### src/rtl/sonic_array.sv
// Round-robin ultrasonic ranging controller: one echo measurement slot per channel,
// width-to-centimetre conversion and per-channel result registers.
module sonic_array #(
    parameter int CH      = 4,
    parameter int DW      = 9,
    parameter int SLOT    = 60000,
    parameter int TRIG_W  = 10,
    parameter int TMO     = 30000,
    parameter int NEAR_CM = 10
) (
    input  logic                                    clk,
    input  logic                                    rst,
    input  logic                                    en,
    input  logic [CH-1:0]                           echo,
    output logic [CH-1:0]                           trig,
    output logic [CH*DW-1:0]                        distance,
    output logic [CH-1:0]                           valid,
    output logic [CH-1:0]                           tmo_flag,
    output logic [CH-1:0]                           near,
    output logic                                    upd,
    output logic [((CH > 1) ? $clog2(CH) : 1)-1:0]  upd_ch
);

    localparam int CW = (CH > 1) ? $clog2(CH) : 1;
    localparam int SW = $clog2(SLOT);
    localparam logic [SW-1:0] CNT_LAST = SW'(SLOT - 1);
    localparam logic [SW-1:0] CNT_TMO  = SW'(TMO);
    localparam logic [SW-1:0] CNT_TRIG = SW'(TRIG_W);
    localparam logic [15:0]   W_MAX    = 16'(TMO);
    localparam logic [31:0]   D_MAX    = 32'((1 << DW) - 1);
    localparam logic [CW-1:0] CH_LAST  = CW'(CH - 1);

    // ARM: wait for echo low | WAIT_HI: wait for rise | MEAS: count width | DONE: hold until slot end
    typedef enum logic [1:0] {ARM, WAIT_HI, MEAS, DONE} state_t;

    state_t           state_q;
    logic [CH-1:0]    echo_s1_q, echo_s2_q, echo_d_q;
    logic [SW-1:0]    cnt_q, cnt_d;
    logic [CW-1:0]    cur_q, cur_d, cur_adv;
    logic             run_q, run_d;
    logic             pend_q, pend_d;
    logic             timed_q;
    logic [15:0]      wid_q, wid_inc, meas_q;
    logic [CH-1:0]    trig_q, trig_d;
    logic [CH*DW-1:0] dist_q;
    logic [CH-1:0]    valid_q, tmo_q, near_q;
    logic             upd_q;
    logic [CW-1:0]    upd_ch_q;
    logic             e_cur, rise, fall, slot_end;
    logic [31:0]      prod, quo;
    logic [DW-1:0]    dist_new;

    always_comb begin
        e_cur    = echo_s2_q[cur_q];
        rise     = e_cur & ~echo_d_q[cur_q];
        fall     = ~e_cur & echo_d_q[cur_q];
        slot_end = run_q && (cnt_q == CNT_LAST);
        cur_adv  = (cur_q == CH_LAST) ? '0 : cur_q + CW'(1);
        wid_inc  = (wid_q >= W_MAX) ? W_MAX : wid_q + 16'd1;
        cnt_d    = cnt_q;
        cur_d    = cur_q;
        run_d    = run_q;
        pend_d   = pend_q;
        // A slot finished while disabled leaves the channel advance pending until en returns.
        if (slot_end) begin
            cnt_d = '0;
            if (en) begin
                cur_d = cur_adv;
            end else begin
                run_d  = 1'b0;
                pend_d = 1'b1;
            end
        end else if (run_q) begin
            cnt_d = cnt_q + SW'(1);
        end else if (en) begin
            run_d  = 1'b1;
            pend_d = 1'b0;
            if (pend_q) cur_d = cur_adv;
        end
        trig_d = '0;
        if (run_d && (cnt_d < CNT_TRIG)) trig_d[cur_d] = 1'b1;
        prod     = 32'(meas_q) * 32'd17;
        quo      = prod / 32'd1000;
        dist_new = (quo > D_MAX) ? DW'(D_MAX) : DW'(quo);
    end

    always_ff @(posedge clk or posedge rst) begin
        if (rst) begin
            state_q   <= ARM;
            echo_s1_q <= '0;
            echo_s2_q <= '0;
            echo_d_q  <= '0;
            cnt_q     <= '0;
            cur_q     <= '0;
            run_q     <= 1'b0;
            pend_q    <= 1'b0;
            timed_q   <= 1'b0;
            wid_q     <= '0;
            meas_q    <= '0;
            trig_q    <= '0;
            dist_q    <= '0;
            valid_q   <= '0;
            tmo_q     <= '0;
            near_q    <= '0;
            upd_q     <= 1'b0;
            upd_ch_q  <= '0;
        end else begin
            echo_s1_q <= echo;
            echo_s2_q <= echo_s1_q;
            echo_d_q  <= echo_s2_q;
            cnt_q     <= cnt_d;
            cur_q     <= cur_d;
            run_q     <= run_d;
            pend_q    <= pend_d;
            trig_q    <= trig_d;
            upd_q     <= slot_end;
            upd_ch_q  <= slot_end ? cur_q : cur_d;
            if (slot_end) begin
                state_q <= ARM;
                timed_q <= 1'b0;
                if (state_q == DONE && !timed_q) begin
                    dist_q[int'(cur_q)*DW +: DW] <= dist_new;
                    valid_q[cur_q] <= 1'b1;
                    tmo_q[cur_q]   <= 1'b0;
                    near_q[cur_q]  <= 32'(dist_new) < 32'(NEAR_CM);
                end else begin
                    tmo_q[cur_q] <= 1'b1;
                end
            end else if (run_q) begin
                if (state_q != DONE && cnt_q == CNT_TMO) begin
                    state_q <= DONE;
                    timed_q <= 1'b1;
                end else begin
                    case (state_q)
                        ARM:     if (!e_cur) state_q <= WAIT_HI;
                        WAIT_HI: if (rise) begin
                            state_q <= MEAS;
                            wid_q   <= '0;
                        end
                        MEAS: begin
                            if (fall) begin
                                state_q <= DONE;
                                meas_q  <= wid_inc;
                            end else begin
                                wid_q <= wid_inc;
                            end
                        end
                        default: ;
                    endcase
                end
            end
        end
    end

    assign trig     = trig_q;
    assign distance = dist_q;
    assign valid    = valid_q;
    assign tmo_flag = tmo_q;
    assign near     = near_q;
    assign upd      = upd_q;
    assign upd_ch   = upd_ch_q;

endmodule

### config.mk
export PLATFORM = sky130hd
export DESIGN_NAME = sonic_array
export DESIGN_NICKNAME = d
export VERILOG_FILES = /design/src/rtl/sonic_array.sv
export SDC_FILE = /design/constraint.sdc
export NUM_CORES = 1
export LEC_CHECK = 0
export BUFFER_PORTS_ARGS = -buffer_cell sky130_fd_sc_hd__buf_2
export CAP_MARGIN = 25
export CORE_ASPECT_RATIO = 0.7
export CORE_UTILIZATION = 60
export CTS_BUF_LIST = sky130_fd_sc_hd__clkbuf_4
export CTS_CLUSTER_SIZE = 16
export DETAILED_ROUTE_END_ITERATION = 16
export PLACE_DENSITY_LB_ADDON = 0.12
export SLEW_MARGIN = 20
export SYNTH_ARGS = -nofsm -noshare
export SYNTH_HDL_FRONTEND = slang
export SYNTH_SLANG_ARGS = --single-unit
export TNS_END_PERCENT = 100
### constraint.sdc
create_clock -name clk -period 20.7 [get_ports clk]
set_input_delay 1.035 -clock clk [delete_from_list [all_inputs] [get_ports clk]]
set_output_delay 1.035 -clock clk [all_outputs]
set_load 0.02 [all_outputs]
==> results of run 1 <==
## logic make-up after synthesis
kind of cell | synth area share
simple gates | 0.229
compound gates | 0.293
flops | 0.319
buf+inv | 0.0291
xor+xnor | 0.0520
fa+ha+maj | 0.0566
mux | 0.0218
## placed cells by master, fill, tap and decap left out, types with 10 or more instances in the layout
cell type,instances
xor2_1,21
a211o_1,10
a22o_1,22
clkbuf_4,18
nand2_1,116
a211oi_1,12
o211a_1,14
and2_1,19
a31oi_1,19
a21o_1,13
dfrtp_1,122
nor2_1,102
buf_2,61
o31ai_1,19
a21oi_1,45
xnor2_1,34
nand4_1,13
nor4_1,10
nand3_1,36
ha_1,40
o21ai_0,61
inv_1,25
nor3_1,26
or3_1,11
and3_1,21
nand2b_1,18
o211ai_1,15
o21ai_1,10
## how the worst min path moves through the flow
stage | to | slack, ps | cells after the start
floorplan | echo_s2_q[0] | 330 | 0
global placement | echo_s2_q[3] | 330 | 0
detailed placement | echo_s2_q[0] | 340 | 0
CTS | echo_s2_q[0] | 350 | 0
global route | echo_s2_q[0] | 350 | 0
finish | echo_s2_q[0] | 340 | 0
## through the flow
step / setup slack [ps] / cells / hold WS, ps / power, W / area, um2
after floorplan: 12340 / 1090 / 331 / 0.000463 / 9570
after global placement: 11190 / 1322 / 333 / 0.000515 / 10000
after detailed placement: 10820 / 1322 / 336 / 0.000518 / 10000
after CTS: 10770 / 1354 / 345 / 0.000670 / 10300
after global routing: 9670 / 1354 / 351 / 0.000717 / 10300
final: 10460 / 1354 / 344 / 0.000674 / 10300
## metal layers
metal,share of wire,GRT usage,vias to the layer above
met5,0,0,-
met4,0.0058,0.0397,0
met3,0.077,0.0741,18
met2,0.39,0.397,347
met1,0.53,0.481,4255
li1,-,-,4248
## synthesized netlist by cell type, drive strengths merged, types with 4 or more instances
library cell and n:
a2111oi 6, a211o 10, a211oi 16, a21boi 5, a21o 13, a21oi 48
a221oi 6, a22o 22, a22oi 6, a31o 8, a31oi 22, a41oi 8
and2 24, and3 22, and4 7, buf 11, clkbuf 26, dfrtp 122
ha 40, inv 26, mux2 5, mux2i 10, nand2 117, nand2b 18
nand3 36, nand3b 6, nand4 13, nand4b 5, nor2 105, nor2b 9
nor3 29, nor4 10, o211a 14, o211ai 17, o21a 8, o21ai 75
o221ai 4, o22ai 9, o31a 5, o31ai 19, or2 7, or3 12
xnor2 34, xor2 22
## state kept, by name, summed over array words and instances (netlist names), named ones only
name	count
state_q	2
near	4
echo_d_q	4
valid	4
run_q	1
upd_ch	2
echo_s1_q	4
wid_q	16
timed_q	1
distance	36
cnt_q	16
pend_q	1
upd	1
cur_q	2
echo_s2_q	4
meas_q	16
trig	4
## cell type report
type / count / area (um2) / share of cell area
Sequential cell: 122 / 3050 / 0.297
Multi-Input combinational cell: 905 / 6240 / 0.608
Timing Repair Buffer: 69 / 369 / 0.0360
Clock inverter: 14 / 115 / 0.0112
Inverter: 26 / 100 / 0.00975
Tap cell: 200 / 250 / 0.0244
Clock buffer: 18 / 135 / 0.0132
## power by group through the flow
stage	registers (W)	logic, W	clock network (W)
5_1_grt	0.000256	0.000292	0.000168
4_1_cts	0.000255	0.000260	0.000156
2_1_floorplan	0.000257	0.000206	0
6_report	0.000255	0.000266	0.000153
3_5_place_dp	0.000260	0.000258	0
3_3_place_gp	0.000259	0.000256	0
==> flow_summary.yaml, run 1 <==
final_layout:
  n_fill_cell: 1290
  n_antenna_cell: 0
  syn2layout_area_growth_pct: 7.21
  final_nets: 1189
  drive_gt1_frac: 0.153
  final_core_util: 0.660
synthesis:
  synth_nets: 1138
  synthArstFlopShare: 1.00
  avgSynthCellArea_um2: 8.78
  yosysWarningCount: 0
  synth_edf_count: 0
  ys_seq_area_frac: 0.319
  synthTopCellsByArea: "dfrtp_1, ha_1, nand2_1, nor2_1, o21ai_0"
  synth.distinct_cells: 116
  synth_area_leader_cell: "dfrtp_1"
  synth_flop_cell: "dfrtp_1"
  yosys_register_bits: 122
  synth_top_area_frac: 0.319
  netlist_instances: 1090
  synth.cell_area_um2: 9570
die:
  initial_utilization: 0.616
  io_pins: 62
  rows: 38
  die_area_um2: 16500
  die_w_um: 153
  die_height_um: 108
  core_um2: 15500
clock_network:
  cts_made_buffers: 17
  cts-root-buf: "clkbuf_4"
  clock_path_buffers: 2
  postCtsSetupBuffers: 0
  h-tree-depth: 4
  cts.sinks: 122
  cts-hold-fix-buffers: 0
  tritoncts: "built"
  clock_latency_ps: 520
  path_clk_slew_ps: 130
  cts.repair.resized: 0
place:
  hpwl_um: 18500
  port_buffers: 61
  gp_congestion: 0.985
sta:
  finalSetupViolations: 0
  fmax_mhz: 97.7
  min_period_ps: 10240
  hold_viol: 0
  rsz0062_at_grt: "false"
  fin_setup_tns_ps: 0
  worst_pin_slew_ps: 927
  slew_viol_final: 0
  fin_crit_sh: 0.494
  skew_ps: 25.5
  slew_headroom: 0.378
setup_path:
  critPathTopFamily: "compound AO/OA/AOI/OAI gates"
  startpoint: "meas_q[6]"
  rr_endpoint: "distance[27]"
  rr_worst_depth: 30
  critPathKind: "register to register"
  arrival_ps: 10670
  cp.required_ps: 21140
  crit_end: "distance[27]"
  r2r_start: "meas_q[6]"
  cp_num_cells: 30
  cp_num_buf_inv: 0
  crit_path_max_incr_delay_ps: 770
  r2r_setup_slack_ps: 10460
  slowest_stage: "nor3_1"
  worstPathMaxFanout: 12
  cp-end-kind: "register"
  startpoint_type: "register"
grt:
  overflow: 0
  grt_max_degree: 80
  antenna_found_initial: 0
  grtUsageTotal: 0.298
  grt_pass1_vias: 7671
  grt_pass1_wl_um: 39500
drt:
  routed_wl_um: 24300
  routedWlPerCell_um: 18.0
  vias_per_cell: 6.55
  vias: 8868
  drt_first_pass_iters: 7
  first_iter_violations: 995
  route.detailed.drc: 0
  antenna_left: 0
run_status:
  status: "finished, final reports clean"
pwr:
  power.internal_w: 0.000387
  seqPwrFrac: 0.378
  leakagePower_nw: 4.72
  p_comb_frac: 0.394
  swShare: 0.425
  clockPowerShare: 0.227
  peakVddDrop_mv: 0.0452
  power_density_nw_per_um2: 65.7
  p_switching_w: 0.000287
job:
  maxCapViolCount: 0
min_path:
  hold_class: "register to register"
  worstHoldStart: "echo_s1_q[0]"
Power figures use the tool's default switching activity.
==> run 2: changes to the inputs <==
Settings changed: ABC_AREA from default to 1.
Clock period 20.7 ns to 9.5 ns, I/O delays scaled along.
==> flow_summary.yaml, run 2 <==
run_status:
  status: "finished, final reports clean"
pwr:
  leakagePower_nw: 5.46
  peakVddDrop_mv: 0.0883
  power_density_nw_per_um2: 112
sta:
  fin_crit_sh: 0.878
  min_period_ps: 8340
  whs_ps: 44.3
  fin_setup_tns_ps: 0
  worst_pin_slew_ps: 806
  finalSetupViolations: 0
  slew_headroom: 0.459
  rsz0062_at_grt: "false"
  hold_viol: 0
  slew_viol_final: 0
  skew_ps: 20.4
  worst_slack_ps: 1160
  fmax_mhz: 120
grt:
  overflow: 0
  grtUsageTotal: 0.287
  grt_pass1_wl_um: 36700
  antenna_found_initial: 0
  grt_max_degree: 64
  grt_pass1_vias: 7609
synthesis:
  avgSynthCellArea_um2: 7.09
  netlist_instances: 1294
  synth_area_leader_cell: "dfrtp_1"
  synth_most_common_cell: "nand2_1"
  synthArstFlopShare: 1.00
  synth_nets: 1342
  synth_flop_cell: "dfrtp_1"
  synthTopCellsByCount: "nand2_1, inv_1, dfrtp_1"
  synth.cell_area_um2: 9170
  synthTopCellsByArea: "dfrtp_1, nand2_1, inv_1, ha_1, nand3_1"
  ys_seq_area_frac: 0.333
  synth.distinct_cells: 53
  yosys_register_bits: 122
  yosysWarningCount: 0
  synth_top_area_frac: 0.333
  synth_edf_count: 0
clock_network:
  cts.repair.resized: 0
  cts.sinks: 122
  cts_made_buffers: 17
  h-tree-depth: 4
  tritoncts: "built"
  clock_latency_ps: 540
  path_clk_slew_ps: 130
  postCtsSetupBuffers: 0
  cts-hold-fix-buffers: 0
  cts-root-buf: "clkbuf_4"
  clock_path_buffers: 2
setup_path:
  cp-end-kind: "register"
  slowest_stage: "dfrtp_1"
  rr_worst_depth: 61
  r2r_start: "meas_q[5]"
  r2r_setup_slack_ps: 1160
  crit_end: "distance[18]"
  cpMostUsedCell: "nand2_1"
  startpoint: "meas_q[5]"
  critPathKind: "register to register"
  arrival_ps: 8820
  worstPathMaxFanout: 9
  startpoint_type: "register"
  rr_endpoint: "distance[18]"
  cp.required_ps: 9980
  crit_path_max_incr_delay_ps: 420
drt:
  vias: 8658
  routedWlPerCell_um: 14.0
  drt_first_pass_iters: 5
  vias_per_cell: 5.50
  routed_wl_um: 22100
  first_iter_violations: 729
  antenna_left: 0
  route.detailed.drc: 0
final_layout:
  syn2layout_area_growth_pct: 9.10
  drive_gt1_frac: 0.178
  final_cell_mix: "nand2_1, inv_1, dfrtp_1, nor2_1, nand3_1"
  ff_latch_area_um2: 3050
  n_antenna_cell: 0
  multi_input_area_um2: 5290
  final_nets: 1415
  fin_area_um2: 10000
  largest_reg_flops: 36
  n_fill_cell: 1307
  final_common_cell: "nand2_1"
place:
  hpwl_um: 17200
  port_buffers: 61
  placed_area_um2: 9710
  gp_congestion: 0.963
  dpl_worst_slack_ps: 1350
min_path:
  hold_class: "input pin to async pin"
die:
  initial_utilization: 0.619
  die_area_um2: 15800
  die_w_um: 150
  core_um2: 14800
  rows: 37
  die_height_um: 105
  io_pins: 62
job:
  maxCapViolCount: 0
[run 2: cell types whose count changed after synthesis, sizes merged, moves of 19 or more]
cell | previous run | this run
a31oi | 22 | 1
a22o | 22 | 0
inv | 26 | 202
xnor2 | 34 | 6
nand2 | 117 | 380
and3 | 22 | 1
nand3 | 36 | 108
and2 | 24 | 5
[run 2: worst min-delay path by stage]
| stage | cells after the start | endpoint |
|---|---|---|
| 6_report | 2 | trig[0] |
| 5_1_grt | 1 | echo_s1_q[2] |
| 4_1_cts | 1 | echo_s1_q[2] |
| 3_5_place_dp | 0 | echo_s2_q[3] |
| 3_3_place_gp | 0 | echo_s2_q[3] |
| 2_1_floorplan | 0 | echo_s2_q[0] |
[run 2: per-stage QoR]
step	total power [W]	cells	util
finish	0.00112	1575	0.675
global route	0.00117	1575	0.675
CTS	0.00113	1575	0.675
detailed placement	0.000745	1543	0.656
global placement	0.000743	1543	0.656
floorplan	0.000698	1294	-
[run 2: final cells by class]
class | count | area share
clock inverters | 15 | 0.0165
flip-flops and latches | 122 | 0.305
well taps | 195 | 0.0244
clock buffers | 17 | 0.0128
repair buffers | 64 | 0.0328
inverters | 211 | 0.0794
multi-input cells | 951 | 0.529
[run 2: logic make-up (layout without fill, tap and decap cells)]
logic type                 after synthesis  after routing  share of synthesized area
and+or+nand+nor                        694            694                      0.367
buffers and inverters                  221            307                     0.0906
AOI/OAI and AO/OA                      190            190                      0.128
DFF                                    122            122                      0.333
adders and majority gates               41             41                     0.0568
xor gates and xnor gates                25             25                     0.0239
muxes                                    1              1                    0.00123
[run 2: routing by layer]
metal	wire (um)	GRT usage	part of all wire	vias up
met5	0	0	0	-
met4	219	0.0606	0.0099	0
met3	1410	0.0403	0.064	22
met2	8740	0.391	0.40	280
met1	11700	0.472	0.53	4001
li1	-	-	-	4355
[run 2: worst max-delay path: cells and delay by family (launching register included)]
| kind | cells | cell delay [ps] |
|---|---|---|
| buf+inv | 6 | 550 |
| xor+xnor | 1 | 280 |
| fa+ha+maj | 3 | 890 |
| compound gates | 7 | 1020 |
| simple gates | 44 | 5110 |
| flops | 1 | 420 |
[run 2: where the power goes]
group          leakage, nW  total [W]  internal, W  switching (W)
Clock                0.151   0.000385     0.000161       0.000225
Sequential            1.64   0.000548     0.000536      0.0000119
Combinational         3.67   0.000189    0.0000608       0.000128
Total                 5.46    0.00112     0.000758       0.000365
